File: config.mk
export PLATFORM = sky130hd
export DESIGN_NAME = down_counter_timer
export DESIGN_NICKNAME = d
export VERILOG_FILES = /design/src/rtl/down_counter_timer.sv
export SDC_FILE = /design/constraint.sdc
export NUM_CORES = 1
export LEC_CHECK = 0
export BUFFER_PORTS_ARGS = -buffer_cell sky130_fd_sc_hd__buf_4
export CORE_UTILIZATION = 49
export DETAILED_ROUTE_END_ITERATION = 12
export GPL_ROUTABILITY_DRIVEN = 1
export GPL_TIMING_DRIVEN = 0
export PLACE_DENSITY = 0.82
export SETUP_SLACK_MARGIN = 0.15
export SYNTH_ARGS = -nofsm -noshare
export SYNTH_HDL_FRONTEND = slang
export SYNTH_SLANG_ARGS = --single-unit
File: constraint.sdc
create_clock -name i_clock -period 3.56 [get_ports i_clock]
set_input_delay 0 -clock i_clock [delete_from_list [all_inputs] [get_ports i_clock]]
set_output_delay 0 -clock i_clock [all_outputs]
set_load 0.005 [all_outputs]
File: src/rtl/down_counter_timer.sv
// Loadable, prescaled down-counter/timer with one-shot and auto-reload modes.
// Emits a one-cycle terminal-count pulse when the count reaches zero.
module down_counter_timer #(
  parameter int unsigned WIDTH      = 32,
  parameter int unsigned PRESCALE_W = 8
) (
  input  logic                  i_clock,
  input  logic                  i_rst,
  input  logic                  i_load_valid,
  output logic                  o_load_ready,
  input  logic [WIDTH-1:0]      i_load_value,
  input  logic [PRESCALE_W-1:0] i_prescale,
  input  logic                  i_auto_reload,
  input  logic                  i_start,
  input  logic                  i_stop,
  output logic [WIDTH-1:0]      o_count,
  output logic                  o_busy,
  output logic                  o_tc_pulse,
  output logic [1:0]            o_state
);

  typedef enum logic [1:0] {
    StIdle  = 2'b00,
    StArmed = 2'b01,
    StRun   = 2'b10,
    StPause = 2'b11
  } state_e;

  state_e                r_state;
  logic [WIDTH-1:0]      r_count;
  logic [WIDTH-1:0]      r_reload;
  logic [PRESCALE_W-1:0] r_prescale;
  logic [PRESCALE_W-1:0] r_pre_cnt;
  logic                  r_autorl;
  logic                  r_tc;

  logic w_load;
  logic w_go;
  logic w_tick;

  assign o_load_ready = (r_state != StRun);
  assign w_load       = i_load_valid && o_load_ready;
  assign w_go         = i_start && !i_stop;
  assign w_tick       = (r_pre_cnt == r_prescale) && !i_stop;

  always_ff @(posedge i_clock or posedge i_rst) begin
    if (i_rst) begin
      r_state    <= StIdle;
      r_count    <= '0;
      r_reload   <= '0;
      r_prescale <= '0;
      r_pre_cnt  <= '0;
      r_autorl   <= 1'b0;
      r_tc       <= 1'b0;
    end else begin
      r_tc <= 1'b0;
      if (w_load) begin
        r_count    <= i_load_value;
        r_reload   <= i_load_value;
        r_prescale <= i_prescale;
        r_autorl   <= i_auto_reload;
        r_pre_cnt  <= '0;
        r_state    <= StArmed;
      end else begin
        case (r_state)
          StArmed: begin
            if (w_go) begin
              if (r_count != '0) begin
                r_state   <= StRun;
                r_pre_cnt <= '0;
              end else begin
                // Zero load expires at once; never reloads even in periodic mode.
                r_state <= StIdle;
                r_tc    <= 1'b1;
              end
            end
          end
          StRun: begin
            if (i_stop) begin
              r_state <= StPause;
            end else if (w_tick) begin
              r_pre_cnt <= '0;
              if (r_count > WIDTH'(1)) begin
                r_count <= r_count - WIDTH'(1);
              end else if (r_count == WIDTH'(1)) begin
                r_tc <= 1'b1;
                if (r_autorl) begin
                  r_count <= r_reload;
                end else begin
                  r_count <= '0;
                  r_state <= StIdle;
                end
              end
            end else begin
              r_pre_cnt <= r_pre_cnt + PRESCALE_W'(1);
            end
          end
          StPause: begin
            if (w_go) r_state <= StRun;
          end
          default: ;
        endcase
      end
    end
  end

  assign o_count    = r_count;
  assign o_busy     = (r_state == StRun);
  assign o_tc_pulse = r_tc;
  assign o_state    = r_state;

endmodule

==> results of run 1 <==
## routing by layer
layer | vias up | wire length, um
met4 | 0 | 504
met2 | 302 | 7040
met3 | 55 | 1290
met5 | - | 0
met1 | 2335 | 5910
li1 | 2238 | -
## power by group
part	internal (W)	switching (W)	leakage (nW)
Clock	0.000328	0.000388	0.100
Combinational	0.000898	0.00117	1.67
Sequential	0.00138	0.000439	1.04
## final cells by class
type / count / area, um2
plain buffers: 31 / 164
clock buffers: 9 / 124
clock inverters: 7 / 73.8
fillers: 781 / 3100
inverters: 14 / 55.1
multi-input cells: 416 / 2420
flip-flops and latches: 84 / 2100
well taps: 129 / 161
repair buffers: 127 / 1080
## worst max-delay path, cell delays in order (launching register included)
cell     delay [ns]
dfrtp_1        0.45
inv_1          0.13
ha_1           0.25
nor3b_1        0.66
nand3_1        0.46
or4_4          0.59
a31oi_4        0.32
or4_1          0.17
nand3_1        0.08
## sequential cells by signal, indices dropped and copies added (netlist names)
register	cells
r_autorl	1
o_state	2
o_count	32
o_tc_pulse	1
r_prescale	8
r_reload	32
r_pre_cnt	8
## logic make-up (layout without fill, tap and decap cells)
family	after synthesis	after routing	synth area share, %
AO/OA/AOI/OAI	158	158	22.9
XOR/XNOR	8	8	1.48
adder cells (fa/ha/maj)	6	6	1.59
buffers and inverters	45	188	4.57
flip-flops	84	84	44.4
multiplexers	2	2	0.449
AND/OR/NAND/NOR	242	242	24.6
## worst max-delay path by stage
| stage | from | to | cells after the start |
|---|---|---|---|
| 3_3_place_gp | i_rst | o_count[7]$_DFFE_PP0P_ | 2 |
| 2_1_floorplan | o_count[27]$_DFFE_PP0P_ | o_state[1]$_DFFE_PP0P_ | 7 |
| 6_report | o_count[0]$_DFFE_PP0P_ | r_pre_cnt[6]$_DFFE_PP0P_ | 8 |
| 4_1_cts | o_count[0]$_DFFE_PP0P_ | r_pre_cnt[6]$_DFFE_PP0P_ | 8 |
| 3_5_place_dp | o_count[1]$_DFFE_PP0P_ | r_pre_cnt[6]$_DFFE_PP0P_ | 8 |
| 5_1_grt | r_pre_cnt[2]$_DFFE_PP0P_ | o_count[6]$_DFFE_PP0P_ | 8 |
## what timing repair did
item                       4_1_cts  5_1_grt
hold endpoints to repair        95        0
setup endpoints to repair        0        8
resized for setup                0        1
hold buffers                    44        0
## synth_stat cells (4+ instances only)
library cell	count
o21a_1	4
inv_1	14
o21ai_1	9
a31oi_1	13
xnor2_1	8
a221oi_2	4
nand2b_1	6
nand4_1	4
nor4_1	10
or4_1	4
buf_6	6
a21oi_1	17
o21ai_0	52
nor2b_1	4
or3_1	7
clkbuf_1	22
nor2_1	34
a22o_1	6
and3_1	6
nand3_1	12
and2_1	10
o31ai_1	6
dfrtp_1	84
a21o_1	10
a221oi_1	5
ha_1	6
nor3_1	18
nand2_1	115
o211ai_1	7
## stage by stage
step | power [W] | instance area (um2) | utilization, % | hold slack (ns) | worst slack, ns
after global placement | 0.00370 | 5510 | 59.4 | 0.190 | 0.371
after detailed placement | 0.00380 | 5540 | 59.7 | 0.0978 | 0.405
final | 0.00461 | 6190 | 66.6 | 0.0913 | 0.340
after floorplan | 0.00296 | 4730 | - | 0.0721 | 0.934
after global routing | 0.00488 | 6190 | 66.6 | 0.163 | 0.179
after CTS | 0.00454 | 6180 | 66.5 | 0.0750 | 0.370
==> results.json, run 1 <==
{
  "grtUsageMet1_pct": 39.0,
  "synth_fp_nets": 597,
  "path_max_fanout": 10,
  "rows": 35,
  "period_minus_slack_ns": 3.22,
  "place_congestion": 0.952,
  "grt_max_degree": 45,
  "ys_seq_elements": 84,
  "tightest_slew_ns": 0.963,
  "irDropWorstVdd_mv": 0.419,
  "synth_edf_count": 0,
  "fin_skew_ns": 0.0216,
  "powerDensity_nw_per_um2": 744,
  "final-max-slew-violation-count": 0,
  "setup_tns_ns": 0,
  "post_drt_via_cell_ratio": 6.03,
  "wire_per_inst_um": 18.0,
  "rsz0062_at_grt": "no",
  "r2r_setup_slack_ns": 0.34,
  "synth_top_cell_area_share_pct": 44.4,
  "hold_end": "o_tc_pulse$_DFF_PP0_",
  "grt_busiest_layer": "met2",
  "finalNetCount": 735,
  "ys_seq_area_share_pct": 44.4,
  "path_class": "register to register",
  "start_kind": "register",
  "grt_overflow": 0,
  "critPathCaptureType": "register",
  "tritoncts": "yes",
  "dp_hpwl_um": 10100,
  "first_pass_iters": 5,
  "p_leak_nw": 2.81,
  "synth_area_per_cell_um2": 8.68,
  "vias": 4930,
  "syn-instance-count": 545,
  "synth_cell_types": 58,
  "grt.met3_usage_pct": 4.32,
  "grt_pass1_vias": 4743,
  "critical_path_arrival_ns": 3.48,
  "dieArea_um2": 10100,
  "drtIter0Drc": 427,
  "yosys_warnings": 0,
  "timing.rr.end": "r_pre_cnt[6]$_DFFE_PP0P_",
  "h-tree-depth": 3,
  "yosysTopAreaCell": "dfrtp_1",
  "min_from": "i_start",
  "async_flop_share_pct": 100,
  "diodes": 0,
  "clkLatencyLatePin_ns": 0.38,
  "ant_nets": 0,
  "maxCapViolCount": 0,
  "drive_gt1_share_pct": 18.3,
  "design.core.area_um2": 9280,
  "ios": 83,
  "antenna_found_initial": 0,
  "syn2layout_area_growth_pct": 30.7,
  "die-height_um": 100,
  "globalRouteTotalUtil_pct": 30.1,
  "hold_depth": 5,
  "setup_violations": 0,
  "final_cell_mix": "115 x nand2_1, 84 x dfrtp_1, 82 x buf_4",
  "netlist_top_cells_area": "dfrtp_1 44%, nand2_1 9.1%, o21ai_0 5.5%",
  "required_ns": 3.82,
  "hold_violations": 0,
  "slew_headroom_pct": 35.0,
  "layout_commonest_cell": "nand2_1",
  "r2r_start": "o_count[0]$_DFFE_PP0P_",
  "post_cts_buffers": 0,
  "synth_ff_type": "dfrtp_1",
  "fin_cells": 817,
  "grt_pass1_wl_um": 23300,
  "cts_sinks": 84,
  "io_buffers": 82,
  "grt_use_met2_pct": 49.5,
  "outcome": "completed",
  "dpl.cell_count": 757,
  "drc": 0,
  "synth_area_um2": 4730,
  "root_buffer": "clkbuf_8",
  "die_w_um": 100,
  "clkTransAtPathRegs_ns": 0.09,
  "start_util_pct": 51.0,
  "fin_crit_sh_pct": 90.4,
  "cts-buffers-inserted": 9,
  "hold_class": "input pin to register",
  "clk_path_buf_depth": 2,
  "max_freq_mhz": 311,
  "rr_worst_depth": 8,
  "routed_wl_um": 14700
}
Note: power is estimated with default switching activity, not from simulation.
==> inputs of run 2 (changes only) <==
- ABC_AREA: default -> 1
==> results.json, run 2 <==
{
  "outcome": "completed",
  "power_frac_comb_pct": 49.0,
  "yosys_warnings": 0,
  "post_cts_buffers": 0,
  "grt_pass1_wl_um": 24800,
  "rsz0062_at_grt": "no",
  "die_w_um": 105,
  "drc": 0,
  "rows": 37,
  "cts-buffers-inserted": 9,
  "synth_edf_count": 0,
  "dp_hpwl_um": 11000,
  "fin_skew_ns": 0.0170,
  "ys_seq_area_share_pct": 40.5,
  "hold_ws_ns": 0.0209,
  "yosysMostFrequentCell": "nand2_1",
  "ant_nets": 0,
  "antenna_found_initial": 0,
  "critical_path_arrival_ns": 2.74,
  "hold_class": "input pin to register",
  "die-height_um": 105,
  "hold_violations": 0,
  "netlist_top_cells_area": "dfrtp_1 40%, nand2_1 26%, nor2_1 6.0%",
  "layout_commonest_cell": "nand2_1",
  "maxCapViolCount": 0,
  "drtIter0Drc": 494,
  "p_switching_w": 0.00219,
  "globalRouteTotalUtil_pct": 29.0,
  "post_drt_via_cell_ratio": 5.12,
  "first_pass_iters": 5,
  "yosysTopAreaCell": "dfrtp_1",
  "synth_area_um2": 5190,
  "ios": 83,
  "h-tree-depth": 3,
  "period_minus_slack_ns": 2.49,
  "dpl.cell_count": 999,
  "start_util_pct": 50.3,
  "grt_overflow": 0,
  "hold_buffers": 42,
  "synthTopCellsByCount": "358 x nand2_1, 84 x dfrtp_1, 83 x nor2_1",
  "powerDensity_nw_per_um2": 712,
  "place_congestion": 0.968,
  "start_kind": "register",
  "max_freq_mhz": 402,
  "clockPowerShare_pct": 13.2,
  "p_leak_nw": 3.53,
  "critPathCaptureType": "register",
  "required_ns": 3.81,
  "final_cell_area_um2": 6600,
  "path_class": "register to register",
  "synth_fp_nets": 832,
  "irDropWorstVdd_mv": 0.364,
  "cts_sinks": 84,
  "design.core.area_um2": 10300,
  "synth_cell_types": 35,
  "wire_per_inst_um": 14.3,
  "fin_cells": 1057,
  "syn2layout_area_growth_pct": 27.1,
  "dpl-instance-area_um2": 6010,
  "fin_crit_sh_pct": 69.8,
  "synth_area_per_cell_um2": 6.66,
  "routed_wl_um": 15100,
  "seqPwrFrac_pct": 37.8,
  "setup_violations": 0,
  "syn-instance-count": 780,
  "path_max_fanout": 10,
  "intPower_w": 0.00251,
  "dieArea_um2": 11000,
  "clkTransAtPathRegs_ns": 0.08,
  "drive_gt1_share_pct": 15.4,
  "root_buffer": "clkbuf_8",
  "cts_resized": 0,
  "tightest_slew_ns": 0.564,
  "synth_top_cell_area_share_pct": 40.5,
  "diodes": 0,
  "p_sw_share_pct": 46.7,
  "grt_pass1_vias": 4977,
  "synth_ff_type": "dfrtp_1",
  "tritoncts": "yes",
  "clk_path_buf_depth": 2,
  "io_buffers": 82,
  "setup_tns_ns": 0,
  "final-max-slew-violation-count": 0,
  "finalNetCount": 968,
  "final_cell_mix": "358 x nand2_1, 86 x buf_4, 84 x dfrtp_1",
  "clkLatencyLatePin_ns": 0.36,
  "vias": 5414,
  "grt_max_degree": 46,
  "fill_cells": 926,
  "ys_seq_elements": 84,
  "slew_headroom_pct": 62.4,
  "async_flop_share_pct": 100
}
==> run 2: routing by layer <==
metal	track usage [%]	wire length [um]
met4	8.75	289
met5	0	0
met1	41.9	7080
met2	45.0	6770
met3	4.24	1000
==> run 2: worst max-delay path: stages, from the launching register on <==
cell and delay, ns:
dfrtp_1 0.43, inv_1 0.06, ha_1 0.24, nor2_1 0.22
buf_2 0.33, buf_2 0.33, clkbuf_1 0.48, nor2_1 0.11
nor2_1 0.12, nor2_1 0.05
==> run 2: power by group through the flow <==
stage	logic (W)	clock network, W	registers [W]
CTS	0.00228	0.000627	0.00176
detailed placement	0.00224	0	0.00178
global route	0.00260	0.000675	0.00183
global placement	0.00219	0	0.00177
floorplan	0.00149	0	0.00166
finish	0.00230	0.000621	0.00178
==> run 2: per-stage QoR <==
step | util [%] | total power [W] | setup slack, ns
after floorplan | - | 0.00316 | 1.39
after global placement | 57.9 | 0.00396 | 0.285
after detailed placement | 58.2 | 0.00402 | 1.07
after CTS | 64.0 | 0.00467 | 1.06
after global routing | 64.0 | 0.00510 | 0.860
final | 64.0 | 0.00470 | 1.07
==> run 2: cells by family (layout without fill, tap and decap cells) <==
family	after synthesis	after routing	synth area share, %
AOI/OAI and AO/OA	45	45	4.82
buffers and inverters	86	227	7.18
adders and majority gates	6	6	1.45
DFF	84	84	40.5
and+or+nand+nor	546	546	43.9
xor gates and xnor gates	13	13	2.19
==> run 2: final timing paths <==
path | startpoint | endpoint | slack, ns | depth (start not counted)
hold reg to reg | r_reload[22]$_DFFE_PP0P_ | r_reload[22]$_DFFE_PP0P_ | 0.47 | 2
hold / removal | i_stop | o_state[0]$_DFFE_PP0P_ | 0.02 | 3
setup reg to reg | o_state[0]$_DFFE_PP0P_ | o_count[26]$_DFFE_PP0P_ | 1.07 | 9
setup / recovery | o_state[0]$_DFFE_PP0P_ | o_count[26]$_DFFE_PP0P_ | 1.07 | 9
max in group asynchronous | i_rst | o_count[17]$_DFFE_PP0P_ | 2.70 | 4
min in group asynchronous | i_rst | r_reload[30]$_DFFE_PP0P_ | 0.25 | 3
==> run 2: final cells by class <==
type | instances | area (um2) | area share [%]
buffer | 30 | 163 | 2.46
clock buffer | 9 | 124 | 1.88
clock inverter | 7 | 48.8 | 0.739
inverter | 56 | 213 | 3.22
multi-input combinational | 610 | 2720 | 41.2
sequential | 84 | 2100 | 31.8
tap | 136 | 170 | 2.58
timing repair buffer | 125 | 1060 | 16.1
==> inputs of run 3 (changes only) <==
- clock period: 3.56 -> 2.57 ns (I/O delays scaled with it)
==> results.json, run 3 (synthesized netlist as in run 2, its figures left out) <==
{
  "dr_wl_met3_um": 1140,
  "intPower_w": 0.00348,
  "critPathCaptureType": "register",
  "met1Wirelength_um": 6910,
  "seqPwrFrac_pct": 37.8,
  "p_leak_nw": 3.54,
  "grt_pass1_vias": 4977,
  "layout_commonest_cell": "nand2_1",
  "irDropWorstVdd_mv": 0.505,
  "drive_gt1_share_pct": 16.0,
  "clockPowerShare_pct": 13.3,
  "wire_per_inst_um": 14.2,
  "start_kind": "register",
  "die-height_um": 105,
  "met2_length_um": 6770,
  "maxCapViolCount": 0,
  "p_switching_w": 0.00303,
  "tritoncts": "yes",
  "dieArea_um2": 11000,
  "hold_ws_ns": 0.0107,
  "first_pass_iters": 6,
  "post_cts_buffers": 0,
  "grt_max_degree": 46,
  "place_congestion": 0.968,
  "grt_overflow": 0,
  "syn2layout_area_growth_pct": 27.3,
  "critical_path_arrival_ns": 2.48,
  "utilization_pct": 64.1,
  "power_frac_comb_pct": 48.9,
  "max_freq_mhz": 449,
  "setup_violations": 0,
  "required_ns": 2.82,
  "tightest_slew_ns": 0.555,
  "routed_wl_um": 15100,
  "clkTransAtPathRegs_ns": 0.10,
  "diodes": 0,
  "fin_skew_ns": 0.0161,
  "clkLatencyLatePin_ns": 0.37,
  "globalRouteTotalUtil_pct": 29.0,
  "antenna_found_initial": 0,
  "grt_pass1_wl_um": 24800,
  "root_buffer": "clkbuf_8",
  "min_from": "i_stop",
  "hold_violations": 0,
  "vias": 5405,
  "ff_latch_area_um2": 2100,
  "die_w_um": 105,
  "design.core.area_um2": 10300,
  "rsz0062_at_grt": "no",
  "powerDensity_nw_per_um2": 984,
  "ios": 83,
  "fill_cells": 929,
  "finalNetCount": 968,
  "crit_start": "o_count[0]$_DFFE_PP0P_",
  "ant_nets": 0,
  "cts-buffers-inserted": 9,
  "r2r_start": "o_count[0]$_DFFE_PP0P_",
  "drtIter0Drc": 478,
  "drc": 0,
  "hold_class": "input pin to register",
  "rows": 37,
  "h-tree-depth": 3,
  "routed.top_layer": "met4",
  "multi_input_area_um2": 2720,
  "path_max_fanout": 10,
  "final_cell_mix": "358 x nand2_1, 86 x buf_4, 84 x dfrtp_1",
  "post_drt_via_cell_ratio": 5.11,
  "p_sw_share_pct": 46.5,
  "start_util_pct": 50.3,
  "path_class": "register to register",
  "period_minus_slack_ns": 2.23,
  "final-max-slew-violation-count": 0,
  "io_buffers": 82,
  "dp_hpwl_um": 11000,
  "outcome": "completed",
  "clk_path_buf_depth": 2,
  "fin_crit_sh_pct": 86.7,
  "cts_sinks": 84,
  "slew_headroom_pct": 62.7
}
run 3: what timing repair did:
action / in CTS / in global routing
gates cloned: 0 / 0
setup endpoints to repair: 12 / 15
resized for setup: 2 / 7
hold buffers: 42 / 0
endpoints found under the hold margin: 93 / 0
run 3: area by class of cell:
| cell class | count | share of cell area [%] |
|---|---|---|
| Multi-Input combinational cell | 610 | 41.1 |
| Sequential cell | 84 | 31.8 |
| Timing Repair Buffer | 125 | 16.1 |
| Inverter | 56 | 3.22 |
| Buffer | 30 | 2.61 |
| Tap cell | 136 | 2.57 |
| Clock buffer | 9 | 1.87 |
| Clock inverter | 7 | 0.738 |
run 3: path summary, 6_finish.rpt:
check / depth (start not counted) / slack (ns) / end
hold / removal: 3 / 0.01 / o_state[0]$_DFFE_PP0P_
hold reg to reg: 2 / 0.47 / r_reload[22]$_DFFE_PP0P_
setup reg to reg: 13 / 0.34 / o_count[21]$_DFFE_PP0P_
max in group asynchronous: 4 / 1.72 / o_count[17]$_DFFE_PP0P_
setup / recovery: 13 / 0.34 / o_count[21]$_DFFE_PP0P_
min in group asynchronous: 3 / 0.24 / r_reload[12]$_DFFE_PP0P_
run 3: power by group through the flow:
stage	combinational (W)	sequential (W)	clock [W]
2_1_floorplan	0.00207	0.00230	0
3_3_place_gp	0.00304	0.00245	0
3_5_place_dp	0.00310	0.00247	0
4_1_cts	0.00317	0.00244	0.000869
5_1_grt	0.00361	0.00253	0.000935
6_report	0.00319	0.00246	0.000863
run 3: routing by layer:
metal	GRT usage, %	vias up
li1	-	2719
met1	41.9	2442
met2	45.0	222
met3	4.24	22
met4	8.75	0
met5	0	-
run 3: worst max-delay path: stages, from the launching register on:
cell and delay (ns):
dfrtp_1 0.43, inv_1 0.12, ha_1 0.24, nand2_2 0.13, nor2_4 0.16, nand2_4 0.12, nor2_4 0.15, nand2_1 0.08
nand2_2 0.11, nand2_2 0.09, buf_6 0.16, buf_6 0.15, nand2_1 0.10, nand2_1 0.05
run 3: stage by stage:
step	cell area, um2	total power [W]	instances	setup WS [ns]	TNS, ns
after floorplan	5190	0.00437	780	0.405	0
after global placement	5980	0.00548	998	-0.705	-58.92
after detailed placement	6010	0.00557	999	0.0808	0
after CTS	6610	0.00648	1057	0.256	0
after global routing	6610	0.00708	1057	0.151	0
final	6610	0.00651	1057	0.343	0
